--- src/rtl/layer_compositor.sv ---
// N-layer VGA pixel compositor: two-stage pixel pipeline with frame-synchronous layer enable commit.
// Optional colour keying of layer pixels is enabled by defining COMPOSITOR_COLORKEY_EN.
module layer_compositor #(
    parameter int              NUM_LAYERS = 4,
    parameter int              CH_W       = 4,
    parameter logic [3*CH_W-1:0] KEY_COLOR = 12'h0F0
) (
    input  logic                           clk,
    input  logic                           rst,
    input  logic                           pix_en,
    input  logic                           valid_in,
    input  logic                           hsync_in,
    input  logic                           vsync_in,
    input  logic [NUM_LAYERS-1:0]          layer_valid,
    input  logic [NUM_LAYERS*3*CH_W-1:0]   layer_pixel,
    input  logic [3*CH_W-1:0]              bg_pixel,
    input  logic [NUM_LAYERS-1:0]          layer_en_req,
    input  logic                           layer_en_wr,
    output logic                           hsync,
    output logic                           vsync,
    output logic [CH_W-1:0]                vgaRed,
    output logic [CH_W-1:0]                vgaGreen,
    output logic [CH_W-1:0]                vgaBlue,
    output logic [NUM_LAYERS-1:0]          layer_en_active,
    output logic [7:0]                     frame_cnt
);

    localparam int PIX_W = 3 * CH_W;

    // Stage 1: registered copy of the pixel inputs
    logic                          s1_valid_reg;
    logic                          s1_hsync_reg;
    logic                          s1_vsync_reg;
    logic [NUM_LAYERS-1:0]         s1_layer_valid_reg;
    logic [NUM_LAYERS*PIX_W-1:0]   s1_layer_pixel_reg;
    logic [PIX_W-1:0]              s1_bg_reg;

    // Stage 2: composed output
    logic [PIX_W-1:0]              rgb_reg;
    logic                          hsync_reg;
    logic                          vsync_reg;

    // Enable mask double buffer and frame tracking
    logic [NUM_LAYERS-1:0]         active_reg;
    logic [NUM_LAYERS-1:0]         pending_reg;
    logic                          pending_flag_reg;
    logic [7:0]                    frame_cnt_reg;
    logic                          vsync_prev_reg;

    logic [NUM_LAYERS-1:0]         eff;
    logic [PIX_W-1:0]              sel_pixel;
    logic [PIX_W-1:0]              rgb_next;
    logic                          boundary;

    // A layer competes only when it asks to draw and is enabled in the committed mask
    generate
        for (genvar gi = 0; gi < NUM_LAYERS; gi++) begin : g_eff
`ifdef COMPOSITOR_COLORKEY_EN
            assign eff[gi] = s1_layer_valid_reg[gi] & active_reg[gi]
                           & (s1_layer_pixel_reg[gi*PIX_W +: PIX_W] != KEY_COLOR);
`else
            assign eff[gi] = s1_layer_valid_reg[gi] & active_reg[gi];
`endif
        end
    endgenerate

    // Ascending scan so the highest effective index overwrites lower ones
    always_comb begin
        sel_pixel = s1_bg_reg;
        for (int i = 0; i < NUM_LAYERS; i++) begin
            if (eff[i]) begin
                sel_pixel = s1_layer_pixel_reg[i*PIX_W +: PIX_W];
            end
        end
        rgb_next = s1_valid_reg ? sel_pixel : '0;
    end

    always_ff @(posedge clk) begin
        if (rst) begin
            s1_valid_reg       <= 1'b0;
            s1_hsync_reg       <= 1'b1;
            s1_vsync_reg       <= 1'b1;
            s1_layer_valid_reg <= '0;
            s1_layer_pixel_reg <= '0;
            s1_bg_reg          <= '0;
            rgb_reg            <= '0;
            hsync_reg          <= 1'b1;
            vsync_reg          <= 1'b1;
        end else if (pix_en) begin
            s1_valid_reg       <= valid_in;
            s1_hsync_reg       <= hsync_in;
            s1_vsync_reg       <= vsync_in;
            s1_layer_valid_reg <= layer_valid;
            s1_layer_pixel_reg <= layer_pixel;
            s1_bg_reg          <= bg_pixel;
            rgb_reg            <= rgb_next;
            hsync_reg          <= s1_hsync_reg;
            vsync_reg          <= s1_vsync_reg;
        end
    end

    // Frame boundary: vsync_in falling edge as seen on consecutive pixel strobes
    assign boundary = pix_en & vsync_prev_reg & ~vsync_in;

    always_ff @(posedge clk) begin
        if (rst) begin
            active_reg       <= '1;
            pending_reg      <= '1;
            pending_flag_reg <= 1'b0;
            frame_cnt_reg    <= 8'd0;
            vsync_prev_reg   <= 1'b1;
        end else begin
            if (pix_en) begin
                vsync_prev_reg <= vsync_in;
            end
            if (boundary) begin
                frame_cnt_reg <= frame_cnt_reg + 8'd1;
                // A write landing on the boundary edge bypasses the pending register
                if (layer_en_wr) begin
                    active_reg       <= layer_en_req;
                    pending_reg      <= layer_en_req;
                    pending_flag_reg <= 1'b0;
                end else if (pending_flag_reg) begin
                    active_reg       <= pending_reg;
                    pending_flag_reg <= 1'b0;
                end
            end else if (layer_en_wr) begin
                pending_reg      <= layer_en_req;
                pending_flag_reg <= 1'b1;
            end
        end
    end

    assign hsync           = hsync_reg;
    assign vsync           = vsync_reg;
    assign vgaRed          = rgb_reg[PIX_W-1 -: CH_W];
    assign vgaGreen        = rgb_reg[2*CH_W-1 -: CH_W];
    assign vgaBlue         = rgb_reg[CH_W-1:0];
    assign layer_en_active = active_reg;
    assign frame_cnt       = frame_cnt_reg;

endmodule

--- config.mk ---
export PLATFORM = sky130hd
export DESIGN_NAME = layer_compositor
export DESIGN_NICKNAME = d
export VERILOG_FILES = /design/src/rtl/layer_compositor.sv
export SDC_FILE = /design/constraint.sdc
export NUM_CORES = 1
export LEC_CHECK = 0
export CAP_MARGIN = 5
export CELL_PAD_IN_SITES_DETAIL_PLACEMENT = 0
export CELL_PAD_IN_SITES_GLOBAL_PLACEMENT = 1
export CORE_MARGIN = 2
export CORE_UTILIZATION = 33
export CTS_CLUSTER_SIZE = 16
export DETAILED_ROUTE_END_ITERATION = 12
export PLACE_DENSITY = 0.79
export REMOVE_ABC_BUFFERS = 1
export SYNTH_ARGS = -nofsm -noshare
export SYNTH_HDL_FRONTEND = slang
export SYNTH_SLANG_ARGS = --single-unit
export TNS_END_PERCENT = 100
--- constraint.sdc ---
create_clock -name clk -period 1.4 [get_ports clk]
set_clock_uncertainty 0.05 [all_clocks]
set_input_delay 0.42 -clock clk [delete_from_list [all_inputs] [get_ports clk]]
set_output_delay 0.42 -clock clk [all_outputs]
set_load 0.02 [all_outputs]
### Yosys cells after proc, flatten, opt, wreduce, memory -nomap -nowiden

Cells that the tools add are included.
W data, S select, Z words.

* logic and storage cells: 31
* register bits after elaboration: 98
* output and inout port bits: 26

* bitwise operators: 7
* reduce and logical (&&, ||, !) cells: 3
* muxes and demuxes: 7
* add/subtract/negate cells: 1

Operator list (count)
* $mux W12: 5
* $add A8 B1 Y8 const B: 1
* $mux W4: 2
* $and A1 B1 Y1: 6
* $reduce_and A2 Y1: 1
* $reduce_bool A2 Y1: 1
* $reduce_or A2 Y1: 1
* $not A1 Y1: 1

### Depth between registers and ports, before layout

Gate-level depths: netlist (run 1).

* word-level depth: 6
* depth in mapped cells: 5
* gate-level depth less buffers: 4

### Worst setup path after synthesis (run 1)

OpenSTA, ideal clock, no wires.

* path type: input to register
* start point: input port layer_en_wr
* end point: register active_reg[0], in the netlist layer_en_active[0]
* slack: -4 ps
* path buffers: 1
* arrival: 1235 ps
* library setup time: 120 ps
* stages on the path: 4
* cell sequence: clkbuf_1 -> mux2i_1 -> nor2_1 -> a211o_1

* cells in the longest elaborated chain, start to end: 2

Ends and longest elaborated chain
* start: declaration: line 18 `input logic layer_en_wr,`
* $reduce_bool A2 Y1 (no source line)
* $reduce_and A2 Y1 (no source line)
* end signal: assignment: line 120 `active_reg <= layer_en_req;`
* end signal: assignment: line 124 `active_reg <= pending_reg;`
* end: declaration: line 44 `logic [NUM_LAYERS-1:0] active_reg;`

Several ways; a longest one is shown, not always the timed one.
A chain may end at the register's enable or synchronous reset.

### Worst setup path after layout (run 1)

* start point: register active_reg[0], in the netlist layer_en_active[0]
* end point: output port layer_en_active[0]

RTL lines
* end: declaration: line 24 `output logic [NUM_LAYERS-1:0] layer_en_active,`

No word-level cell between the ends.

==> metrics, run 1 <==
max-cap violations=0; Avg Cell Area, Syn=9.500 sq um; cell family with most CP delay=flip-flops; Initial Utilization=0.3366; Bufs on Longest Clock Path=2; Final Max Slew Viols=0; critical-path cell list=buf_2; Crit path arrival time=0.91 ns; DP Wirelength=8.069 mm; clk slew on worst S/H paths=0.06 ns; final worst path period share=0.9883; Placeable Area=0.01191 sq mm; vias in the first global route=3514; final setup fails=0; num rows=40; area of the multi-input gates=0.001947 sq mm; die width=114.2 um; predominant post-synthesis flop cell=dfxtp_1; Max VDD drop=0.6350 mV; routability cong.=0.7999; crit path max-delay cell type=dfxtp_4; wirelength, routed=11.53 mm; CTS Hold Buffers Added=0; f_max=722.7 MHz; initial antenna violation count=0; Iteration-0 DRC Markers=130; grt ovf=0; first-pass GRT wire length=17.53 mm; Routed Antenna Nets=0; crit path max fanout=5; worst slew pin tran=0.3596 ns; RSZ-0062 raised after global routing=yes; GRT Resource Usage Total=0.1735; startpoint types=register; fin cells=697; DR DRC count=0; HP Class=in -> reg; Cells after Synth=422; number of buffers added on ports=100; critical path class=reg -> out; root buf cell=clkbuf_16; WP buf/inv=1; EDFF count, synth=0; CTS tree=yes; H-tree levels=3; synth unique cells=29; Final #Nets=623; Synth Register Bits=98; Vias=3511; Tmin final=1.384 ns; Reg2Reg Depth=6; status=finished, final reports clean; layout cells sized above 1=0.1891; Crit path depth=1; cts bufs inserted=9; CTS sink cnt=98; PnR Total Power=6.176 mW; Total Die Area=0.01305 sq mm; Largest register FFs=48; cell area power density=1086 mW/mm^2; Async S/R FF share, synth=0; delay of the slowest cell on the worst path=0.40 ns; synth warn=0; sequential element share of the synthesized area=0.4894; final hold viol count=0; FF+latch area=0.001967 sq mm; clock latency on the worst-skew pair=0.34 ns; hold path cells=2; Pleak=2.395 nW; diode count=0; post-placement cell count=681; max_slew headroom=0.7603; number of detailed-routing iterations run before antenna repair=6; Mapped Area=0.004009 sq mm; drt wl/cell=16.54 um; # IOs=101; vias per cell=5.037; die span in y=114.2 um; critical path capture point type=primary output; worst path required time=0.93 ns; largest net degree at the start of global routing=25; Fill cells=1141; area grow syn2layout=41.79%
cell usage after synthesis (all sizes together) (4+ instances only):
cell type	n	area (sq um)
nand3	13	65.06
a21oi	27	135.1
nor2	76	285.3
dfxtp	98	1962
buf	20	128.9
mux2i	69	690.7
a211o	7	61.31
o21ai	26	133.9
nand2	22	82.58
clkbuf	12	45.04
a311o	12	120.1
nand2b	4	25.02
a2bb2oi	12	105.1
metrics by stage:
stage	setup TNS [ns]	utilization	hold slack (ns)	setup slack, ns	area (sq um)
CTS	0	0.4671	0.3471	0.001337	5564
global placement	-6.887	0.4540	0.3878	-0.4778	5408
finish	0	0.4772	0.3537	0.01632	5684
global route	-0.1682	0.4772	0.3597	-0.03194	5684
detailed placement	-7.732	0.4540	0.4086	-0.4900	5408
floorplan	-0.2710	-	0.3812	-0.02258	3835
per-layer routing:
metal	vias up	global-route usage	part of all wire
li1	1724	-	-
met1	1684	0.2240	0.47
met2	96	0.2837	0.46
met3	7	0.05770	0.061
met4	0	0.03659	0.0063
met5	-	0	0
repair_timing:
action	4_1_cts	5_1_grt
setup buffers	0	0
pin swaps	0	2
setup endpoints to repair	45	16
cloned	0	2
gates resized for setup	115	21
layout make-up:
class                           count  share of cell area
Tap cell                          147             0.03236
Clock buffer                       14             0.04468
Multi-Input combinational cell    291              0.3425
Timing Repair Buffer              146              0.2338
Sequential cell                    98              0.3460
Inverter                            1           0.0006604
report_power, final:
part           internal [mW]  switching [mW]
registers               2.94          0.0908
logic                  0.503           0.423
clock network           1.24           0.985
total                   4.68            1.50
cell families after synthesis:
group	share of synthesized area
adders and majority gates	0.003121
and+or+nand+nor	0.1392
AOI/OAI and AO/OA	0.1386
muxes	0.1723
DFF	0.4894
buffers and inverters	0.04432
xor gates and xnor gates	0.01311
placed cells by master, fill, tap and decap left out, drive strengths merged:
cell | synthesis | final
a211o | 7 | 7
dfxtp | 98 | 98
clkbuf | 12 | 16
or3 | 1 | 1
dlygate4sd2 | 0 | 2
clkdlybuf4s50 | 0 | 70
xor2 | 3 | 3
inv | 1 | 1
a311o | 12 | 12
buf | 20 | 72
nor2 | 76 | 76
and3 | 1 | 1
nor3 | 3 | 3
nor2b | 3 | 3
mux2i | 69 | 69
a21oi | 27 | 27
nand2b | 4 | 4
a2bb2oi | 12 | 12
and2 | 3 | 3
nand4 | 3 | 3
xnor2 | 3 | 3
nand3 | 13 | 13
o21ai | 26 | 26
and3b | 1 | 1
nand3b | 1 | 1
nand2 | 22 | 22
ha | 1 | 1
final timing paths:
path,startpoint,to,slack [ns]
setup reg to reg,layer_en_active[0]$_SDFFE_PP1P_,rgb_reg[3]$_SDFFE_PP0P_,0.05
setup / recovery,layer_en_active[0]$_SDFFE_PP1P_,layer_en_active[0],0.02
hold / removal,rst,s1_layer_pixel_reg[18]$_SDFFE_PP0P_,0.35
hold reg to reg,s1_hsync_reg$_SDFFE_PP1P_,hsync$_SDFFE_PP1P_,0.42
(Power assumes the default switching activity.)
==> run 2: changes to the inputs <==
--- a/config.mk
+++ b/config.mk
@@ -12,6 +12,7 @@
 export CORE_UTILIZATION = 33
 export CTS_CLUSTER_SIZE = 16
 export DETAILED_ROUTE_END_ITERATION = 12
+export GPL_TIMING_DRIVEN = 0
 export PLACE_DENSITY = 0.79
 export REMOVE_ABC_BUFFERS = 1
 export SYNTH_ARGS = -nofsm -noshare
==> run 2 against run 1 <==
  * Global-route usage is essentially flat
  * Critical path depth is the same
  * Hold slack gained 0.044 ns
  * Register-to-register slack is essentially flat
  * First-iteration DRC count grew 2.3%
  * Fmax grew 1.5%
  * Non-clock buffer count shrank 39
  * Die area is the same
  * Worst setup slack gained 0.021 ns
  * Wire length shrank 3.7%
  * Clock power grew 26%
  * Sequential cell count is the same
  * Largest cell class unchanged
  * Highest routed layer unchanged
==> metrics, run 2 (synthesis gave the netlist of run 1 again) <==
Final Max Slew Viols=0 (unchanged); # IOs=101 (unchanged); Max VDD drop=0.8157 mV (+28%); layout cells sized above 1=0.1440 (-0.04512); FF-to-FF End=rgb_reg[4]$_SDFFE_PP0P_; die span in y=114.2 um (unchanged); Pleak=2.264 nW (-5.5%); Reg2Reg Depth=5 (-1); Routed Antenna Nets=0 (unchanged); crit path max-delay cell type=dfxtp_1; status=finished, final reports clean; Total Die Area=0.01305 sq mm (unchanged); critical path class=reg -> out; max-cap violations=0 (unchanged); number of detailed-routing iterations run before antenna repair=4 (-2); Placeable Area=0.01191 sq mm (unchanged); num rows=40 (unchanged); CTS tree=yes; hold path cells=3 (+1); critical-path cell list=buf_2; Initial Utilization=0.3366 (unchanged); DR DRC count=0 (unchanged); final setup fails=0 (unchanged); diode count=0 (unchanged); H-tree levels=3 (unchanged); final setup margin=0.03698 ns (+0.02066 ns); root buf cell=clkbuf_16; worst slew pin tran=0.5225 ns (+0.1629 ns); RSZ-0062 raised after global routing=no; cts bufs inserted=9 (unchanged); Iteration-0 DRC Markers=133 (+2.3%); drt wl/cell=16.80 um (+1.5%); WP buf/inv=1 (unchanged); initial antenna violation count=0 (unchanged); Worst Setup EP=frame_cnt[6]; DP Wirelength=6.811 mm (-16%); Util after Layout=0.4597 (-0.01754); routability cong.=0.7494 (-6.3%); CTS sink cnt=98 (unchanged); CTS Hold Buffers Added=0 (unchanged); post-placement cell count=639 (-6.2%); startpoint types=register; critical path capture point type=primary output; Tmin final=1.363 ns (-0.02066 ns); number of buffers added on ports=100 (unchanged); area grow syn2layout=36.58%; Crit path depth=1 (unchanged); first-pass GRT wire length=17.19 mm (-1.9%); clk slew on worst S/H paths=0.06 ns (about the same); FF+latch area=0.001983 sq mm (+0.83%); Final #Nets=585 (-6.1%); commonest non-fill, non-tap cell in the layout=dfxtp_1; max_slew headroom=0.6517 (-0.1086); GRT Resource Usage Total=0.1738 (+0.0003553); clock latency on the worst-skew pair=0.35 ns (about the same); Placed Area=0.005062 sq mm (-6.4%); Design Area, Final=0.005475 sq mm (-3.7%); worst path required time=0.93 ns (about the same); Vias=3386 (-3.6%); commonest cells after routing, fill and taps aside=87 x dfxtp_1, 76 x nor2_1, 70 x clkdlybuf4s50_1, 69 x mux2i_1, 27 x a21oi_1; PnR Total Power=6.651 mW (+7.7%); vias per cell=5.123 (+1.7%); grt ovf=0 (unchanged); cell area power density=1215 mW/mm^2 (+12%); Largest register FFs=48 (unchanged); vias in the first global route=3331 (-5.2%); HP Class=in -> reg; cell family with most CP delay=flip-flops; Fill cells=1159 (+1.6%); CP Launch Point=frame_cnt[6]$_SDFFE_PP0P_; largest net degree at the start of global routing=52 (+110%); f_max=733.7 MHz (+1.5%); Crit path arrival time=0.89 ns (-0.02 ns); final worst path period share=0.9736 (-0.01476); area of the multi-input gates=0.001939 sq mm (-0.39%); fin cells=661 (-5.2%); wirelength, routed=11.10 mm (-3.7%); final hold viol count=0 (unchanged); crit path max fanout=3 (-2); delay of the slowest cell on the worst path=0.36 ns (-0.04 ns); die width=114.2 um (unchanged); Bufs on Longest Clock Path=2 (unchanged); post-placement setup slack=-1.165 ns (-0.6750 ns); Reg2Reg Setup Slack=0.05 ns (about the same); worst r2r src=layer_en_active[0]$_SDFFE_PP1P_
-- run 2: cell type report --
| class | instances | share of cell area |
|---|---|---|
| clock buffer | 10 | 0.04182 |
| clock inverter | 6 | 0.01920 |
| inverter | 1 | 0.0006856 |
| multi-input combinational | 292 | 0.3542 |
| sequential | 98 | 0.3622 |
| tap | 147 | 0.03359 |
| timing repair buffer | 107 | 0.1883 |
-- run 2: how the worst min path moves through the flow --
stage	start	to	slack [ns]
after floorplan	s1_hsync_reg$_SDFFE_PP1P_	hsync$_SDFFE_PP1P_	0.38
after CTS	pix_en	s1_layer_pixel_reg[14]$_SDFFE_PP0P_	0.38
after detailed placement	pending_reg[0]$_SDFFE_PP1P_	pending_reg[0]$_SDFFE_PP1P_	0.42
after global placement	s1_hsync_reg$_SDFFE_PP1P_	hsync$_SDFFE_PP1P_	0.39
after global routing	pix_en	s1_layer_pixel_reg[39]$_SDFFE_PP0P_	0.41
final	pix_en	s1_layer_pixel_reg[14]$_SDFFE_PP0P_	0.40
-- run 2: per-stage QoR --
stage               hold slack [ns]   TNS [ns]
finish                       0.3976          0
global placement             0.3871    -331.63
floorplan                    0.3812    -0.2710
CTS                          0.3839  -0.001510
global route                 0.4061          0
detailed placement           0.4150     -38.64
-- run 2: where the power goes --
part / switching, mW / internal (mW) / leakage (nW)
clock network: 1.05 / 1.74 / 0.166
registers: 0.103 / 2.93 / 0.809
logic: 0.386 / 0.443 / 1.29
total: 1.54 / 5.11 / 2.26
-- run 2: routing by layer --
metal  track usage  vias up  part of all wire
li1              -     1654                 -
met1        0.2103     1627              0.45
met2        0.2881       94              0.47
met3       0.05982       11             0.068
met4       0.06098        0             0.012
met5             0        -                 0
-- run 2: what timing repair did --
| item | CTS | global route |
|---|---|---|
| gates cloned | 3 | 0 |
| buffers inserted | 3 | 0 |
| pin swaps | 1 | 0 |
| endpoints found under the setup margin | 53 | 16 |
| resized for setup | 134 | 14 |
